===== src/rtl/cpu_run_controller.sv =====
// Execution sequencer for the Aeolus core: gates cpuEnable for free-run, single-step,
// user halt, PC breakpoint and halt-opcode stops, always on instruction boundaries.
module cpu_run_controller #(
    parameter int          PC_W         = 8,
    parameter int          CNT_W        = 16,
    parameter logic [3:0]  HALT_OPCODE  = 4'b1111,
    parameter bit          RUN_ON_RESET = 1'b0
) (
    input  logic             boardCLK,
    input  logic             reset,
    input  logic             runReq,
    input  logic             haltReq,
    input  logic             stepReq,
    input  logic             clrCount,
    input  logic             bpEnable,
    input  logic [PC_W-1:0]  bpAddr,
    input  logic [PC_W-1:0]  pcIn,
    input  logic [3:0]       opcodeIn,
    input  logic             instrDone,
    output logic             cpuEnable,
    output logic [1:0]       cpuState,
    output logic             halted,
    output logic [2:0]       haltCause,
    output logic [CNT_W-1:0] retiredCount
);

    typedef enum logic [1:0] {
        ST_HALT  = 2'b00,
        ST_RUN   = 2'b01,
        ST_STEP  = 2'b10,
        ST_DRAIN = 2'b11
    } state_t;

    localparam logic [2:0] CAUSE_RESET = 3'd0;
    localparam logic [2:0] CAUSE_USER  = 3'd1;
    localparam logic [2:0] CAUSE_STEP  = 3'd2;
    localparam logic [2:0] CAUSE_BP    = 3'd3;
    localparam logic [2:0] CAUSE_HALTOP = 3'd4;
    localparam logic [CNT_W-1:0] CNT_MAX = {CNT_W{1'b1}};

    state_t           state_q, state_d;
    logic [2:0]       cause_q, cause_d;
    logic [CNT_W-1:0] count_q, count_d;

    logic retire;
    logic opStop;
    logic bpHit;

    assign retire = instrDone & (state_q != ST_HALT);
    assign opStop = (opcodeIn == HALT_OPCODE);
    assign bpHit  = bpEnable & (pcIn == bpAddr);

    always_ff @(posedge boardCLK) begin
        if (reset) begin
            state_q <= RUN_ON_RESET ? ST_RUN : ST_HALT;
            cause_q <= CAUSE_RESET;
            count_q <= '0;
        end else begin
            state_q <= state_d;
            cause_q <= cause_d;
            count_q <= count_d;
        end
    end

    // Halt-opcode outranks breakpoint, which outranks the state-specific reason.
    always_comb begin
        state_d = state_q;
        cause_d = cause_q;
        unique case (state_q)
            ST_HALT: begin
                if (runReq) begin
                    state_d = ST_RUN;
                end else if (stepReq) begin
                    state_d = ST_STEP;
                end
            end
            ST_RUN: begin
                if (retire) begin
                    if (opStop) begin
                        state_d = ST_HALT;
                        cause_d = CAUSE_HALTOP;
                    end else if (bpHit) begin
                        state_d = ST_HALT;
                        cause_d = CAUSE_BP;
                    end else if (haltReq) begin
                        state_d = ST_HALT;
                        cause_d = CAUSE_USER;
                    end
                end else if (haltReq) begin
                    state_d = ST_DRAIN;
                end
            end
            ST_STEP: begin
                if (retire) begin
                    state_d = ST_HALT;
                    cause_d = opStop ? CAUSE_HALTOP : (bpHit ? CAUSE_BP : CAUSE_STEP);
                end
            end
            ST_DRAIN: begin
                if (retire) begin
                    state_d = ST_HALT;
                    cause_d = opStop ? CAUSE_HALTOP : (bpHit ? CAUSE_BP : CAUSE_USER);
                end
            end
            default: begin
                state_d = ST_HALT;
            end
        endcase
    end

    // Clear beats a same-cycle retire; the count sticks at all-ones.
    always_comb begin
        count_d = count_q;
        if (clrCount) begin
            count_d = '0;
        end else if (retire && (count_q != CNT_MAX)) begin
            count_d = count_q + CNT_W'(1);
        end
    end

    assign cpuEnable    = (state_q != ST_HALT);
    assign cpuState     = state_q;
    assign halted       = (state_q == ST_HALT);
    assign haltCause    = cause_q;
    assign retiredCount = count_q;

endmodule


===== config.mk =====
export PLATFORM = sky130hd
export DESIGN_NAME = cpu_run_controller
export DESIGN_NICKNAME = d
export VERILOG_FILES = /design/src/rtl/cpu_run_controller.sv
export SDC_FILE = /design/constraint.sdc
export NUM_CORES = 1
export LEC_CHECK = 0
export CAP_MARGIN = 20
export CORE_MARGIN = 10
export CORE_UTILIZATION = 49
export CTS_BUF_LIST = sky130_fd_sc_hd__clkbuf_8
export CTS_CLUSTER_SIZE = 40
export DETAILED_ROUTE_END_ITERATION = 6
export GPL_TIMING_DRIVEN = 0
export PLACE_DENSITY_LB_ADDON = 0.05
export SETUP_SLACK_MARGIN = 0.1
export SLEW_MARGIN = 25
export SYNTH_ARGS = -nofsm -noshare
export SYNTH_HDL_FRONTEND = slang
export SYNTH_SLANG_ARGS = --single-unit

===== constraint.sdc =====
create_clock -name boardCLK -period 3.26 [get_ports boardCLK]
set_input_delay 0.978 -clock boardCLK [delete_from_list [all_inputs] [get_ports boardCLK]]
set_output_delay 0.978 -clock boardCLK [all_outputs]
set_load 0.1 [all_outputs]

Word-level counts from Yosys, hierarchy flattened
Cells that the tools add are included.
Widths: inputs -> output; s select.
Cells by class
  add/sub/neg operators: 1
  equality and inequality tests: 13
  muxes and demuxes: 20
  bitwise logic cells: 2
  reductions and logical operators: 8
Operator list (count)
  $mux 3: 8
  $mux 2: 9
  $add 16x1->16 const B: 1
  $ne 16x16->1 const B: 1
  $pmux 3 s3: 1
  $eq 8x8->1: 1
  $ne 2x2->1 const B: 3
  $ne 3x3->1 const B: 2
  $pmux 2 s3: 1
  $reduce_and 5->1: 1
  $eq 2x2->1 const B: 2
  $eq 4x4->1 const B: 1
  $ne 4x4->1 const B: 1
  $reduce_and 4->1: 1
  $reduce_or 2->1: 2
  $reduce_bool 3->1: 1
  $and 1x1->1: 2
  $eq 2x1->1 const B: 1
  $logic_not 2->1: 1
  $ne 2x1->1 const B: 1
  $reduce_bool 2->1: 1
  $logic_and 1x1->1: 1
  $mux 1: 1
Storage, ports and cells
  flip-flop bits (word level): 21
  input port bits: 28
  output and inout bits: 23

Longest topological paths before layout
Gate-level depths: netlist (run 1).
  depth after elaboration: 6
  depth in mapped cells: 6
  mapped depth without buffers: 5

Least setup slack after synthesis (run 1)
No wires, ideal clock.
  path type: reg2out
  start: register state_q[1] (netlist: cpuState[1])
  end: output port cpuEnable
  arrival time: 3224 ps
  required time: 2282 ps
  slack: -942 ps
  cell stages (with the launch flop): 4
  cells stage by stage: dfxtp_1 -> buf_2 -> nor2_1 -> inv_1
On the way
  cells in the longest elaborated chain, start to end: 1
RTL lines
  from (decl): line 41  | state_t state_q, state_d;
  from (signal assigned): line 55  | state_q <= RUN_ON_RESET ? ST_RUN : ST_HALT;
  from (signal assigned): line 59  | state_q <= state_d;
  $reduce_bool 2->1: line 121  | assign cpuEnable = (state_q != ST_HALT);
  to (decl): line 20  | output logic cpuEnable,
Every way passes these cells.

Worst setup path in the final report (run 1)
  start: register state_q[0] (netlist: cpuState[0])
  end: output port cpuEnable
The elaborated chain is that of the path after synthesis.

==> flow_summary.toml, run 1 <==
[setup_path]
cp_top_family = "buffers and inverters"
reg2reg_depth = 5
rr_startpoint = "retiredCount[0]$_SDFFE_PP0P_"
startpoint = "cpuState[0]$_SDFFE_PP0P_"
worst-path-buf-inv = 3
path_depth = 4
max_stage_delay_ns = 1.12
critPathRequiredTime_ns = 2.28
critPathArrivalTime_ns = 2.11
crit_fanout = 10
cp-end-kind = "primary output"
cp_cell_sequence = "buf_2, nor2_4, inv_1, clkdlybuf4s50_1"
start_kind = "flop"
worstSetupPathType = "reg2out"
cp_slowest_cell = "clkdlybuf4s50_1"

[timing]
slew_headroom_pct = 33.5
drv_slew = 0
tightestPinTransition_ns = 0.994
grt_setup_unrepaired = "no"
fin_crit_ns = 3.09
max_clock_freq_mhz = 324
fin_crit_sh_pct = 94.7
holdWs_ns = 0.509
final-setup-viol-count = 0
fin_setup_tns_ns = 0
skew_ns = 0.00481
timing_hold_violations_final = 0

[placement]
port_buffers = 49
hpwl_mm = 3.20
gp_congestion = 0.798

[global_routing]
grt_pass1_wl_mm = 6.66
grt_pass1_vias = 1484
overflow = 0
grt_max_degree = 13
antenna_found_initial = 0
grt_usage_pct = 15.1

[detailed_routing]
drt_pass1_iterations = 4
vias_per_cell = 5.96
drt_iter0_markers = 146
route.detailed.drc = 0
ant_nets = 0
vias = 1465
wl_per_cell_um = 16.3
drt-total-wl_mm = 4.00

[synthesis]
synth-seq-area-share_pct = 30.5
avgSynthCellArea_sq_um = 8.52
synth-async-reset-ratio_pct = 0
synth_cell_types = 52
yosysTopAreaCell = "dfxtp_1"
synth-edff-count = 0
syn_nets = 191
ys_seq_elements = 21
synth_area_leaders = "dfxtp_1 30%, xnor2_1 5.1%, nand2_1 4.9%"
synth-main-ff-cell = "dfxtp_1"
netlist_area_sq_mm = 0.00138
yosysTopAreaCellShare_pct = 30.5
yosysWarnings = 0
syn_inst = 162

[run_status]
status = "finished clean"

[cts]
cts_buffer_depth = 2
post_cts_resized = 0
clk_latency_ns = 0.27
clock-root-buffer = "clkbuf_8"
clkTransAtPathRegs_ns = 0.09
cts_setup_buffers = 0
hold_buffers = 0
h-tree-depth = 1
cts_tree = "yes"
cts_sinks = 21
numCtsBuffers = 3

[floorplanning]
std_cell_rows = 19
start_util_pct = 50.5
core-area_sq_mm = 0.00273
fp.dieArea_sq_mm = 0.00534
die_h_um = 73.1
ioPinCount = 51
die_w_um = 73.1

[hold_path]
min_path_type = "reg2reg"
holdPathStages = 2
hp-start = "retiredCount[1]$_SDFFE_PP0P_"

[finish]
drive_gt1_share_pct = 12.1
post-route-util_pct = 71.8
area_growth_pct = 42.2
antenna_cells = 0
nets = 245

[power_and_ir_drop]
leakagePower_uw = 0.000682
vdd_ir_drop_max_mv = 0.389
cellPowerDensity_mw_per_mm2 = 312

[flow_run]
max_cap_viol_count = 0
[Yosys cell counts, types with 2 or more instances]
| cell type | instances |
|---|---|
| or3_1 | 6 |
| inv_1 | 5 |
| nand3b_1 | 2 |
| nand2_1 | 18 |
| a31oi_1 | 3 |
| a21oi_1 | 13 |
| and2_1 | 2 |
| nand3_1 | 6 |
| o21ai_0 | 3 |
| xnor2_1 | 8 |
| a211oi_1 | 2 |
| a2111o_1 | 2 |
| o31ai_1 | 3 |
| buf_2 | 4 |
| and3_2 | 2 |
| nor2_1 | 7 |
| nor3_1 | 2 |
| dfxtp_1 | 21 |
| nand2b_1 | 2 |
| or4_1 | 4 |
| mux2i_1 | 6 |
| nand4_1 | 7 |
| o211ai_1 | 3 |
| clkbuf_1 | 3 |
[tightest hold or removal path, stage by stage (launching register included)]
cell     delay [ns]
dfxtp_1        0.35
nand2_1        0.06
mux2i_1        0.05
[state kept, by name, indices dropped and copies added, names as in the netlist]
name          count
retiredCount     16
haltCause         3
cpuState          2
[layer usage]
| layer | global-route usage, % | vias to the layer above | wire length (um) |
|---|---|---|---|
| li1 | - | 725 | - |
| met1 | 16.1 | 685 | 1530 |
| met2 | 26.0 | 51 | 1990 |
| met3 | 6.12 | 4 | 440 |
| met4 | 5.49 | 0 | 45 |
| met5 | 0 | - | 0 |
[kinds of logic (layout without fill, tap and decap cells)]
kind of cell	Yosys count	after routing	share of synthesized area [%]
mux	6	6	4.35
flops	21	21	30.5
buf+inv	13	66	3.99
simple gates	71	71	32.7
fa+ha+maj	1	1	0.906
xor+xnor	8	8	5.08
compound gates	42	42	22.5
[through the flow]
stage	worst slack, ns	instances	power [uW]	area [sq um]
2_1_floorplan	0.185	162	377	1390
3_3_place_gp	0.491	242	435	1920
3_5_place_dp	0.475	242	438	1920
4_1_cts	0.170	246	612	1960
5_1_grt	0.117	246	633	1960
6_report	0.174	246	612	1960
[final cells by class]
cell class / instances / area, sq um
fillers: 211 / 771
flip-flops and latches: 21 / 420
repair buffers: 49 / 490
inverters: 5 / 18.8
well taps: 31 / 38.8
multi-input cells: 128 / 912
clock inverters: 1 / 5.00
clock buffers: 3 / 41.3
plain buffers: 8 / 36.3
[where the power goes]
| part | internal, uW | switching (uW) | leakage (uW) |
|---|---|---|---|
| sequential | 260 | 3.30 | 0.000170 |
| combinational | 65.1 | 103 | 0.000487 |
| clock | 85.4 | 95.1 | 0.0000255 |
[worst paths after layout]
path,to,slack (ns)
worst max register to register,retiredCount[4]$_SDFFE_PP0P_,1.60
worst min-delay path,retiredCount[1]$_SDFFE_PP0P_,0.51
worst min register to register,retiredCount[1]$_SDFFE_PP0P_,0.51
worst max-delay path,cpuEnable,0.17
[cell usage in the layout, fill, tap and decap left out, types with 4 or more instances in the layout]
cell / Yosys / layout
or3_1: 6 / 6
mux2i_1: 6 / 6
dfxtp_1: 21 / 21
inv_1: 5 / 5
clkdlybuf4s50_1: 0 / 49
nand4_1: 7 / 7
nand3_1: 6 / 6
nand2_1: 18 / 18
or4_1: 4 / 4
a21oi_1: 13 / 13
nor2_1: 7 / 6
xnor2_1: 8 / 8
buf_2: 4 / 4
No activity file was read; power rests on OpenSTA's default activity.
==> run 2: changes to the inputs <==
--- a/config.mk
+++ b/config.mk
@@ -7,8 +7,7 @@
 export LEC_CHECK = 0
 export CAP_MARGIN = 20
 export CORE_MARGIN = 10
-export CORE_UTILIZATION = 49
-export CTS_BUF_LIST = sky130_fd_sc_hd__clkbuf_8
+export CORE_UTILIZATION = 47
 export CTS_CLUSTER_SIZE = 40
 export DETAILED_ROUTE_END_ITERATION = 6
 export GPL_TIMING_DRIVEN = 0
==> flow_summary.toml, run 2 (synthesis gave the netlist of run 1 again) <==
[run_status]
status = "finished clean"

[cts]
clkTransAtPathRegs_ns = 0.13
cts_tree = "yes"
cts_buffer_depth = 2
cts_sinks = 21
h-tree-depth = 1
clock-root-buffer = "clkbuf_4"
cts_setup_buffers = 0
clk_latency_ns = 0.31
numCtsBuffers = 3

[detailed_routing]
drt_iter0_markers = 112
route.detailed.drc = 0
wl_per_cell_um = 16.5
drt_pass1_iterations = 5
ant_nets = 0
vias_per_cell = 5.97
drt-total-wl_mm = 4.05
vias = 1468

[setup_path]
r2r-end = "retiredCount[7]$_SDFFE_PP0P_"
cp_cell_sequence = "clkdlybuf4s50_1"
cp_top_family = "buffers and inverters"
rr_startpoint = "retiredCount[0]$_SDFFE_PP0P_"
worstSetupPathType = "reg2out"
start_kind = "flop"
worst-path-buf-inv = 1
cp-end-kind = "primary output"
critPathRequiredTime_ns = 2.28
critPathArrivalTime_ns = 2.00
max_stage_delay_ns = 1.19
cp_slowest_cell = "clkdlybuf4s50_1"
reg2reg_depth = 5
crit_fanout = 8
regToRegSetupSlack_ns = 1.59

[power_and_ir_drop]
cellPowerDensity_mw_per_mm2 = 288
vdd_ir_drop_max_mv = 0.391
leakagePower_uw = 0.000683

[finish]
antenna_cells = 0
multi_input_area_sq_um = 912
nets = 245
drive_gt1_share_pct = 12.1
seqCellArea_sq_um = 420
area_growth_pct = 41.0
fillers = 239
layout_commonest_cell = "clkdlybuf4s50_1"
final_cell_mix = "47 x clkdlybuf4s50_1, 21 x dfxtp_1, 18 x nand2_1"
largest_register_ff_count = 16

[timing]
tightestPinTransition_ns = 0.993
max_clock_freq_mhz = 336
fin_crit_sh_pct = 91.3
drv_slew = 0
grt_setup_unrepaired = "no"
slew_headroom_pct = 33.6
layout_setup_ws_ns = 0.284
fin_crit_ns = 2.98
fin_setup_tns_ns = 0
final-setup-viol-count = 0
timing_hold_violations_final = 0
skew_ns = 0.00949

[hold_path]
holdPathEnd = "retiredCount[15]$_SDFFE_PP0P_"
holdPathStages = 2
hp-start = "retiredCount[15]$_SDFFE_PP0P_"
min_path_type = "reg2reg"

[floorplanning]
std_cell_rows = 19
die_h_um = 74.2
start_util_pct = 49.6
die_w_um = 74.2
fp.dieArea_sq_mm = 0.00550
ioPinCount = 51
core-area_sq_mm = 0.00278

[global_routing]
antenna_found_initial = 0
grt_max_degree = 13
grt_pass1_vias = 1490
grt_usage_pct = 15.0
overflow = 0
grt_pass1_wl_mm = 6.83

[placement]
gp_congestion = 0.881
hpwl_mm = 3.16
port_buffers = 49
dp_slack_ns = 0.460

[flow_run]
max_cap_viol_count = 0
[run 2: cell types whose count changed in the layout (fill, tap and decap cells not counted), sizes merged]
cell	change
clkdlybuf4s50	-2
dlygate4sd2	+1
dlymetal6s2s	+1
[run 2: how the worst max path moves through the flow]
stage,slack (ns),to,cells past startpoint,start
2_1_floorplan,0.18,cpuEnable,3,cpuState[0]$_SDFFE_PP0P_
3_3_place_gp,0.48,cpuEnable,4,cpuState[0]$_SDFFE_PP0P_
3_5_place_dp,0.46,cpuEnable,4,cpuState[0]$_SDFFE_PP0P_
4_1_cts,0.16,halted,3,cpuState[0]$_SDFFE_PP0P_
5_1_grt,0.21,retiredCount[2],1,retiredCount[2]$_SDFFE_PP0P_
6_report,0.28,retiredCount[2],1,retiredCount[2]$_SDFFE_PP0P_
[run 2: power by group]
part,switching (uW),internal (uW)
Sequential,3.35,261
Clock,82.8,45.8
Combinational,103,63.7
Total,189,370
[run 2: layout make-up]
cell class / count / share of cell area (%)
multi-input combinational: 128 / 46.9
clock buffer: 3 / 1.16
inverter: 5 / 0.965
sequential: 21 / 21.6
buffer: 8 / 1.86
clock inverter: 1 / 0.257
timing repair buffer: 49 / 25.3
tap: 31 / 1.99
[run 2: stage by stage]
step           utilization, %  instance area (sq um)  instances  hold slack, ns  total power (uW)
6_report                 70.0                   1950        246           0.521               560
5_1_grt                  70.0                   1950        246           0.563               588
4_1_cts                  69.9                   1940        246           0.522               566
3_5_place_dp             68.9                   1920        242           0.505               437
3_3_place_gp             68.9                   1920        242           0.483               435
2_1_floorplan               -                   1390        162           0.903               377
[run 2: what timing repair did]
| item | in CTS | in global routing |
|---|---|---|
| gates resized for setup | 1 | 1 |
| hold endpoints to repair | 0 | 0 |
| setup endpoints to repair | 1 | 1 |
| hold buffers | 0 | 0 |
[run 2: layer usage]
metal,vias to the layer above,GRT usage (%),wire length (um)
li1,723,-,-
met1,690,16.7,1630
met2,51,25.4,2000
met3,4,6.38,384
met4,0,4.76,33
met5,-,0,0
==> run 3: changes to the inputs <==
==> constraint.sdc (replaced) <==
create_clock -name boardCLK -period 3.26 [get_ports boardCLK]
set_input_delay 0.978 -clock boardCLK [delete_from_list [all_inputs] [get_ports boardCLK]]
set_output_delay 0.978 -clock boardCLK [all_outputs]
set_load 0.05 [all_outputs]
==> flow_summary.toml, run 3 (synthesis gave the netlist of run 1 again) <==
[detailed_routing]
route.detailed.drc = 0
drt_pass1_iterations = 4
drt-total-wl_mm = 3.97
vias_per_cell = 5.92
ant_nets = 0
drt_iter0_markers = 136
wl_per_cell_um = 16.2
vias = 1457

[timing]
layout_setup_ws_ns = 0.429
holdWs_ns = 0.521
tightestPinTransition_ns = 0.522
drv_slew = 0
max_clock_freq_mhz = 353
timing_hold_violations_final = 0
grt_setup_unrepaired = "no"
final-setup-viol-count = 0
skew_ns = 0.00851
slew_headroom_pct = 65.1
fin_crit_sh_pct = 86.8
fin_crit_ns = 2.83
fin_setup_tns_ns = 0

[cts]
cts_setup_buffers = 0
numCtsBuffers = 3
h-tree-depth = 1
cts_buffer_depth = 2
clock-root-buffer = "clkbuf_4"
cts_sinks = 21
cts_tree = "yes"
hold_buffers = 0
clkTransAtPathRegs_ns = 0.11
post_cts_resized = 0
clk_latency_ns = 0.31

[global_routing]
grt_max_degree = 12
grt_pass1_wl_mm = 6.70
overflow = 0
grt_pass1_vias = 1473
grt_usage_pct = 14.8
antenna_found_initial = 0

[placement]
port_buffers = 49
placed_cell_area_sq_mm = 0.00191
hpwl_mm = 3.20
gp_congestion = 0.843
dp_slack_ns = 0.598

[power_and_ir_drop]
power_frac_comb_pct = 25.8
sequentialPowerShare_pct = 49.7
cellPowerDensity_mw_per_mm2 = 275
p_int_uw = 373
vdd_ir_drop_max_mv = 0.315
clkPwrFrac_pct = 24.6
power_switching_uw = 159
leakagePower_uw = 0.000669
power.total_uw = 532
power.share.switching_pct = 29.9

[floorplanning]
ioPinCount = 51
fp.dieArea_sq_mm = 0.00550
die_h_um = 74.2
std_cell_rows = 19
die_w_um = 74.2
core-area_sq_mm = 0.00278
start_util_pct = 49.6

[finish]
area_growth_pct = 40.3
antenna_cells = 0
nets = 245
stdcell_area_sq_mm = 0.00194
largest_register_ff_count = 16
layout_commonest_cell = "clkdlybuf4s50_1"
drive_gt1_share_pct = 11.2
fillers = 219
final_cell_mix = "49 x clkdlybuf4s50_1, 21 x dfxtp_1, 18 x nand2_1"

[setup_path]
crit_fanout = 10
critPathRequiredTime_ns = 2.28
start_kind = "flop"
critPathArrivalTime_ns = 1.85
regToRegSetupSlack_ns = 1.55
rr_startpoint = "retiredCount[0]$_SDFFE_PP0P_"
cp-end-kind = "primary output"
r2r-end = "retiredCount[4]$_SDFFE_PP0P_"
reg2reg_depth = 5
worstSetupPathType = "reg2out"

[run_status]
status = "finished clean"

[hold_path]
hp-start = "retiredCount[5]$_SDFFE_PP0P_"
holdPathStages = 2
min_path_type = "reg2reg"
holdPathEnd = "retiredCount[5]$_SDFFE_PP0P_"

[flow_run]
max_cap_viol_count = 0
## run 3: layout make-up
| cell class | instances | area (sq um) | area share, % |
|---|---|---|---|
| Buffer | 8 | 36.3 | 1.87 |
| Clock buffer | 4 | 26.3 | 1.36 |
| Inverter | 5 | 18.8 | 0.970 |
| Multi-Input combinational cell | 128 | 905 | 46.7 |
| Sequential cell | 21 | 420 | 21.7 |
| Tap cell | 31 | 38.8 | 2.00 |
| Timing Repair Buffer | 49 | 490 | 25.3 |
## run 3: worst max-delay path by stage
stage / start / end / slack (ns)
2_1_floorplan: cpuState[0]$_SDFFE_PP0P_ / cpuEnable / 0.38
5_1_grt: cpuState[0]$_SDFFE_PP0P_ / halted / 0.31
3_3_place_gp: reset / retiredCount[6]$_SDFFE_PP0P_ / 0.61
6_report: cpuState[0]$_SDFFE_PP0P_ / halted / 0.43
3_5_place_dp: reset / retiredCount[6]$_SDFFE_PP0P_ / 0.60
4_1_cts: cpuState[0]$_SDFFE_PP0P_ / halted / 0.42
## run 3: critical path: stages (launching register included)
cell	delay [ns]
dfxtp_1	0.35
buf_2	0.18
nor2_1	0.18
clkdlybuf4s50_1	0.84
## run 3: power groups by stage
stage | Clock (uW) | Sequential, uW | Combinational, uW
final | 131 | 264 | 137
after global routing | 146 | 265 | 148
after CTS | 134 | 264 | 138
after detailed placement | 0 | 270 | 138
after global placement | 0 | 269 | 135
after floorplan | 0 | 283 | 62.9
## run 3: layer usage
metal,vias to the layer above,wire length [um],track usage [%],part of all wire [%]
li1,725,-,-,-
met1,674,1520,16.4,38
met2,56,2040,24.7,51
met3,2,402,6.91,10
met4,0,17,4.35,0.43
met5,-,0,0,0
## run 3: stage by stage
stage	utilization, %	instances
final	69.6	246
after global routing	69.6	246
after CTS	69.6	246
after detailed placement	68.6	242
after global placement	68.6	242
after floorplan	-	162
==> variant, RTL diff (flow settings as in run 3) <==
Put one more register stage on the output `retiredCount`, cleared by the reset. The value now appears one clock later. The other outputs are not delayed to match.
--- a/src/rtl/cpu_run_controller.sv
+++ b/src/rtl/cpu_run_controller.sv
@@ -122,7 +122,13 @@
     assign cpuState     = state_q;
     assign halted       = (state_q == ST_HALT);
     assign haltCause    = cause_q;
-    assign retiredCount = count_q;
+    always_ff @(posedge boardCLK) begin
+        if (reset) begin
+            retiredCount <= '0;
+        end else begin
+            retiredCount <= count_q;
+        end
+    end
 
 endmodule
 
Check against the original RTL: not equivalent (a bounded check fails within 4 cycles, from zero or initial values and one cycle with reset high).
==> variant against run 3 <==
- sequential power up 77%
- combinational power up 31%
- critical path depth unchanged
- setup slack worse by 0.22 ns
- wire length down 3.4%
- design area up 17%
- sequential cell count up 16
- hold slack worse by 0.040 ns
- total power up 73%
- utilization down 1.8 points
- critical path type unchanged
- non-clock buffer count down 1
- clock skew down 0.00078 ns
- area after synthesis up 18%
- die area up 13%
==> variant: results (changes against run 3) <==
GRT
  – All-Layer GR Usage: 12.9% (-1.9 points)
  – First-pass GRT wire length: 6.64 mm (-0.82%)
  – Vias in the first global route: 1570 (+6.6%)
  – Met3 Use GR: 7.09% (+0.18 points)

Timing
  – Clock Skews: 0.00773 ns (-0.000777 ns)
  – Relative slew slack: 60.1% (-5.0 points)

Drt
  – M1 wire length: 1.59 mm (+4.4%)
  – Met2 wire len: 1.86 mm (-8.6%)
  – Post-Route WL: 3.84 mm (-3.4%)

Cells and area
  – Share of post-route cells with drive strength above 1: 7.79% (-3.4 points)
  – Fillers: 292 (+33%)

Synth
  – Post-Synth Adder-Cell Area: 0.767% (-0.14 points)
  – Most instantiated cells after synthesis: 37 x dfxtp_1, 19 x nor2_1, 17 x xnor2_1, 16 x nor2b_1, 9 x nand2_1
  – Synth Area in XOR/XNOR: 10.7% (+5.7 points)
  – Compound-cell area share of the yosys netlist: 10.1% (-12 points)
  – Seq/Total Area, Yosys: 45.4% (+15 points)
  – Syn nets: 202 (+5.8%)
  – Synth area leaders: dfxtp_1 45%, xnor2_1 9.1%, nor2b_1 6.1%, nor2_1 4.4%, nand3_1 2.1%

Setup path
  – Reg2reg start: count_q[12]$_SDFFE_PP0P_
  – Max incr delay on CP: 0.81 ns (-0.03 ns)

Placement
  – Port buffer count: 50 (+2.0%)
  – HPWL after DPL: 3.00 mm (-6.3%)
  – GP Congestion: 0.826 (-2.0%)

Clocking
  – H-tree levels: 2 (+1)
  – CTS buffer count: 5 (+2)
  – Clk Latency, worst-skew pair: 0.34 ns (+0.03 ns)

Hold path
  – Hold path startpoint: haltCause[0]$_SDFFE_PP0P_
  – Worst hold path depth: 1 (-1)

Power and ir drop
  – Int Pwr: 664 uW (+78%)
  – Comb pwr share: 19.5% (-6.3 points)
  – Worst ir drop on vdd: 0.000325 V (+3.3%)
  – Clk pwr: 275 uW (+110%)

Outcome
  – Status: complete, no violations
## variant: cell count changes in the layout (fill, tap and decap cells not counted), sizes merged, moves of 3 or more
cell	before	now
or3	6	1
clkbuf	8	11
nor2b	1	16
or4	4	0
mux2i	6	1
nand2	18	10
xor2	0	3
a21oi	14	2
xnor2	8	17
nor4b	0	3
nor2	7	19
dfxtp	21	37
## variant: through the flow
stage	setup WS [ns]	hold WS [ns]	area [um^2]	std cells
after global placement	0.474	0.465	2190	269
after CTS	0.144	0.489	2260	277
final	0.208	0.481	2260	277
after detailed placement	0.448	0.468	2190	269
after floorplan	0.736	0.470	1630	173
after global routing	0.104	0.516	2260	277
## variant: layout make-up
class	instances	area, um^2	area share (%)
Buffer	6	30.0	1.33
Clock buffer	7	65.1	2.88
Clock inverter	1	5.00	0.221
Inverter	6	22.5	0.996
Multi-Input combinational cell	124	838	37.1
Sequential cell	37	741	32.7
Tap cell	46	57.6	2.54
Timing Repair Buffer	50	503	22.2
